`src/rtl/init_pkg.sv`:
```
// Shared types and the fill-pattern helper for the RAM initialiser.
package init_pkg;

  // Patterns are computed at this width, and the caller truncates to the RAM word width.
  localparam int FILL_W = 32;

  typedef enum logic [1:0] {
    FILL_IDENTITY   = 2'd0,
    FILL_CONSTANT   = 2'd1,
    FILL_DESCENDING = 2'd2,
    FILL_RSVD       = 2'd3
  } fill_mode_t;

  typedef enum logic [1:0] {
    INIT_IDLE  = 2'd0,
    INIT_WRITE = 2'd1,
    INIT_DONE  = 2'd2
  } init_state_t;

  // The reserved mode falls back to identity.
  function automatic logic [FILL_W-1:0] gen_fill(
    input fill_mode_t        mode,
    input logic [FILL_W-1:0] cur,
    input logic [FILL_W-1:0] lo,
    input logic [FILL_W-1:0] hi,
    input logic [FILL_W-1:0] fill_val
  );
    logic [FILL_W-1:0] v;
    case (mode)
      FILL_CONSTANT:   v = fill_val;
      FILL_DESCENDING: v = hi - (cur - lo);
      default:         v = cur;
    endcase
    return v;
  endfunction

endpackage

```
`src/rtl/mem_init_seq.sv`:
```
// Sequential RAM initialiser: writes [lo, min(hi, DEPTH-1)] one word per cycle,
// holds under stall, and pulses done once after the last accepted write.
module mem_init_seq
  import init_pkg::*;
#(
  parameter  int DEPTH  = 256,
  parameter  int DATA_W = 8,
  localparam int ADDR_W = $clog2(DEPTH)
) (
  input  logic              clk,
  input  logic              rst,
  input  logic              en,
  output logic              rdy,
  input  logic [1:0]        mode,
  input  logic [DATA_W-1:0] fill_val,
  input  logic [ADDR_W-1:0] lo,
  input  logic [ADDR_W-1:0] hi,
  input  logic              stall,
  output logic [ADDR_W-1:0] addr,
  output logic [DATA_W-1:0] wrdata,
  output logic              wren,
  output logic              done
);

  init_state_t       r_state, w_state_nxt;
  fill_mode_t        r_mode;
  logic [DATA_W-1:0] r_fill;
  logic [ADDR_W-1:0] r_lo, r_hi, r_cur;
  logic [DATA_W-1:0] r_wrdata;

  logic [ADDR_W-1:0] w_hi_eff, w_cur_inc;
  logic              w_empty, w_accept, w_last;
  fill_mode_t        w_mode_in;

  assign w_mode_in = fill_mode_t'(mode);
  assign w_hi_eff  = (32'(hi) > 32'(DEPTH - 1)) ? ADDR_W'(DEPTH - 1) : hi;
  assign w_empty   = lo > w_hi_eff;
  assign w_accept  = (r_state == INIT_WRITE) && !stall;
  assign w_last    = (r_cur == r_hi);
  assign w_cur_inc = r_cur + ADDR_W'(1);

  assign addr   = r_cur;
  assign wrdata = r_wrdata;

  always_ff @(posedge clk) begin
    if (rst) r_state <= INIT_IDLE;
    else     r_state <= w_state_nxt;
  end

  always_comb begin
    w_state_nxt = r_state;
    rdy         = 1'b0;
    wren        = 1'b0;
    done        = 1'b0;
    case (r_state)
      INIT_IDLE: begin
        rdy = 1'b1;
        if (en) w_state_nxt = w_empty ? INIT_DONE : INIT_WRITE;
      end
      INIT_WRITE: begin
        wren = 1'b1;
        if (!stall && w_last) w_state_nxt = INIT_DONE;
      end
      INIT_DONE: begin
        done        = 1'b1;
        w_state_nxt = INIT_IDLE;
      end
      default: w_state_nxt = INIT_IDLE;
    endcase
  end

  // Write data is registered alongside the address so that it is stable
  // under stall and keeps its last value outside WRITE.
  always_ff @(posedge clk) begin
    if (rst) begin
      r_mode   <= FILL_IDENTITY;
      r_fill   <= '0;
      r_lo     <= '0;
      r_hi     <= '0;
      r_cur    <= '0;
      r_wrdata <= '0;
    end else if (r_state == INIT_IDLE && en) begin
      r_mode <= w_mode_in;
      r_fill <= fill_val;
      r_lo   <= lo;
      r_hi   <= w_hi_eff;
      if (!w_empty) begin
        r_cur    <= lo;
        r_wrdata <= DATA_W'(gen_fill(w_mode_in, 32'(lo), 32'(lo),
                                     32'(w_hi_eff), 32'(fill_val)));
      end
    end else if (w_accept && !w_last) begin
      r_cur    <= w_cur_inc;
      r_wrdata <= DATA_W'(gen_fill(r_mode, 32'(w_cur_inc), 32'(r_lo),
                                   32'(r_hi), 32'(r_fill)));
    end
  end

endmodule

```
`config.mk`:
```
export PLATFORM = sky130hd
export DESIGN_NAME = mem_init_seq
export DESIGN_NICKNAME = d
export VERILOG_FILES = /design/src/rtl/init_pkg.sv /design/src/rtl/mem_init_seq.sv
export SDC_FILE = /design/constraint.sdc
export NUM_CORES = 1
export LEC_CHECK = 0
export ABC_CLOCK_PERIOD_IN_PS = 2700
export CAP_MARGIN = 0
export CORE_AREA = 4 4 85 94
export CTS_CLUSTER_DIAMETER = 120
export DETAILED_ROUTE_END_ITERATION = 10
export DIE_AREA = 0 0 89 98
export GPL_TIMING_DRIVEN = 0
export PLACE_DENSITY = 0.76
export SLEW_MARGIN = 10
export SYNTH_ARGS = -nofsm -noshare
export SYNTH_HDL_FRONTEND = slang
export SYNTH_SLANG_ARGS = --single-unit
export TNS_END_PERCENT = 10
```
`constraint.sdc`:
```
create_clock -name clk -period 2.7 [get_ports clk]
set_input_delay 0.54 -clock clk [delete_from_list [all_inputs] [get_ports clk]]
set_output_delay 0.54 -clock clk [all_outputs]
set_load 0.02 [all_outputs]
```
==> impl_metrics.yaml <==
clock_network:
  clk_pin_slew_worst_paths_ns: 0.08
  clk_latency_ns: 0.31
  cts.sinks: 44
  hold_buffers: 0
  clock-root-buffer: "clkbuf_8"
  cts_buffers: 5
  clockBufferDepth: 2
  cts_tree: "yes"
  cts_htree_levels: 2
job:
  cap_violations: 0
layout:
  area_growth_pct: 25.7
  ff_latch_area_um2: 895
  multi_input_area_um2: 2430
  drive_gt1_frac: 0.110
  stdcell_area_um2: 4320
  fillers: 661
  fin_nets: 574
  insertedDiodeCount: 0
hold_path:
  hp-class: "flip-flop to flip-flop"
synthesis:
  async_flop_share: 0
  postSynthAreaPerCell_um2: 7.68
  synth_edf_count: 0
  synth_warnings: 0
  synth_seq_area_share: 0.256
  syn_nets: 515
  post-synth-top-count-cell: "nand2_1"
  synth_top_area_cell: "dfxtp_1"
  syn_inst: 448
  yosysTopAreaCellShare: 0.256
  synthTopCellsByArea: "dfxtp_1, ha_1, a21oi_1, nand2_1, inv_1"
  syn-cell-area_um2: 3440
  synth-main-ff-cell: "dfxtp_1"
  synth-seq-cells: 44
  yosysUniqueCellTypes: 58
  synthTopCellsByCount: "nand2_1, a21oi_1, inv_1, dfxtp_1, ha_1"
grt:
  grt_pass1_vias: 3408
  groute.usage.overall: 0.251
  grt_antenna_before_repair: 0
  grt_pass1_wl_um: 16800
  grt_max_degree: 15
  overflow: 0
critical_path:
  r2r_slack_ns: -0.24
  crit_slowest_cell: "fa_1"
  startpoint: "addr[1]"
  required_ns: 2.92
  critPathBufInv: 2
  critPathArrivalTime_ns: 3.16
  slowest_delay_ns: 0.50
  path_depth: 13
  crit_chain: "ha_4 > nand3_2 > xor2_1 > inv_1 > fa_1 > inv_2 > ha_4 > and2_4 > a221oi_4 > a21oi_1 > o31ai_2 > a21oi_1 > a211oi_1"
  crit_fanout: 5
  r2r_cells: 13
  path_class: "flip-flop to flip-flop"
  r2r_end: "wrdata[5]"
  cp-end-kind: "flip-flop"
  r2r-start: "addr[1]"
  crit_family: "compound AO/OA/AOI/OAI gates"
  start_kind: "flip-flop"
  cp-endpoint: "wrdata[5]"
timing:
  finalCriticalPeriod_ns: 2.94
  slew_headroom: 0.594
  max_freq_mhz: 340
  fin_crit_sh: 1.09
  finalSetupViolCount: 12
  finClkSkew_ns: 0.00871
  hold_viol: 0
  whs_ns: 0.460
  slew_violations: 0
  tightest_slew_ns: 0.610
  rsz0062_at_grt: "true"
  fin_ws_ns: -0.241
  tns_ns: -1.23
die:
  num_rows: 32
  die_area_um2: 8720
  fp.dieW_um: 89
  ios: 49
  core_um2: 7010
  start_util: 0.491
  fp.dieH_um: 98
routing:
  ant_nets: 0
  vias: 3581
  first_pass_iters: 6
  drc_errors: 0
  drt_wl_total_um: 10800
  drt_iter0_drc: 339
  routedWlPerCell_um: 18.3
  post_drt_via_cell_ratio: 6.04
place:
  io_buffers: 47
  dp_hpwl_um: 8580
  place_congestion: 0.915
  dpl_cell_area_um2: 4080
  pre_cts_ws_ns: -0.883
power_and_ir_drop:
  power.density_nw_per_um2: 544
  power_uw: 2350
  peakVddDrop_v: 0.000352
  static-leakage-power_uw: 0.00172
outcome:
  status: "complete, but fails checks"
  violations: "negative setup slack"
report_power, final:
group | internal [uW] | switching, uW
Clock | 209 | 243
Combinational | 491 | 637
Sequential | 714 | 57.6
Total | 1410 | 938
metrics by stage:
| stage | std cells | util |
|---|---|---|
| 2_1_floorplan | 448 | - |
| 3_3_place_gp | 580 | 0.582 |
| 3_5_place_dp | 580 | 0.582 |
| 4_1_cts | 593 | 0.614 |
| 5_1_grt | 593 | 0.617 |
| 6_report | 593 | 0.617 |
worst min-delay path, cell delays in order (launching register included):
cell     delay [ns]
dfxtp_1        0.32
nand2_1        0.05
a21oi_1        0.05
cells by family after synthesis:
logic type / after synthesis / share of synthesized area
flip-flops: 44 / 0.256
AND/OR/NAND/NOR: 139 / 0.195
AO/OA/AOI/OAI: 132 / 0.243
buffers and inverters: 70 / 0.0855
XOR/XNOR: 24 / 0.0655
adder cells (fa/ha/maj): 37 / 0.150
multiplexers: 2 / 0.00582
worst min-delay path by stage:
| stage | to | depth (start not counted) | start | slack, ns |
|---|---|---|---|---|
| final | r_lo[1] | 2 | r_lo[1] | 0.46 |
| after global routing | r_lo[4] | 2 | r_lo[4] | 0.48 |
| after CTS | r_lo[1] | 2 | r_lo[1] | 0.46 |
| after detailed placement | r_lo[1] | 2 | r_lo[1] | 0.45 |
| after global placement | r_lo[1] | 2 | r_lo[1] | 0.44 |
| after floorplan | r_fill[7] | 2 | r_fill[7] | 0.43 |
placed cells by master, fill, tap and decap left out, types with 4 or more instances in the layout:
master and count:
nand2_1 69, a21oi_1 54, clkdlybuf4s50_1 47, inv_1 46, dfxtp_1 39, ha_1 24, o21ai_0 14, xnor2_1 13
clkbuf_1 13, nand3_1 13, nor3_1 11, nor2_1 10, buf_4 7, a211oi_1 7, fa_1 7, xor2_1 6
a21o_1 6, ha_4 6, clkbuf_8 6, o21ai_1 5, a221oi_1 5, nand4_1 4, o31ai_1 4, a311oi_1 4
o211ai_1 4
what timing repair did:
action | CTS | global route
setup buffers | 5 | 0
gates resized for setup | 13 | 4
setup endpoints to repair | 16 | 14
pin swaps | 6 | 3
metal layers:
layer	GRT usage	vias up	part of all wire
met3	0.0236	29	0.067
met2	0.408	178	0.48
li1	-	1679	-
met5	0	-	0
met1	0.333	1695	0.41
met4	0.110	0	0.037
area by class of cell:
type                            instances  share of cell area
Buffer                                 22              0.0263
Clock buffer                            6              0.0191
Clock inverter                          2             0.00289
Inverter                               48              0.0417
Multi-Input combinational cell        334               0.561
Sequential cell                        44               0.207
Tap cell                               85              0.0246
Timing Repair Buffer                   52               0.117
registers in the layout, indices dropped and copies added, names as in the netlist:
| name | cells |
|---|---|
| addr | 8 |
| r_state | 2 |
| r_mode | 2 |
| r_hi | 8 |
| r_lo | 8 |
| wrdata | 8 |
| r_fill | 8 |
(Power assumes the default switching activity.)
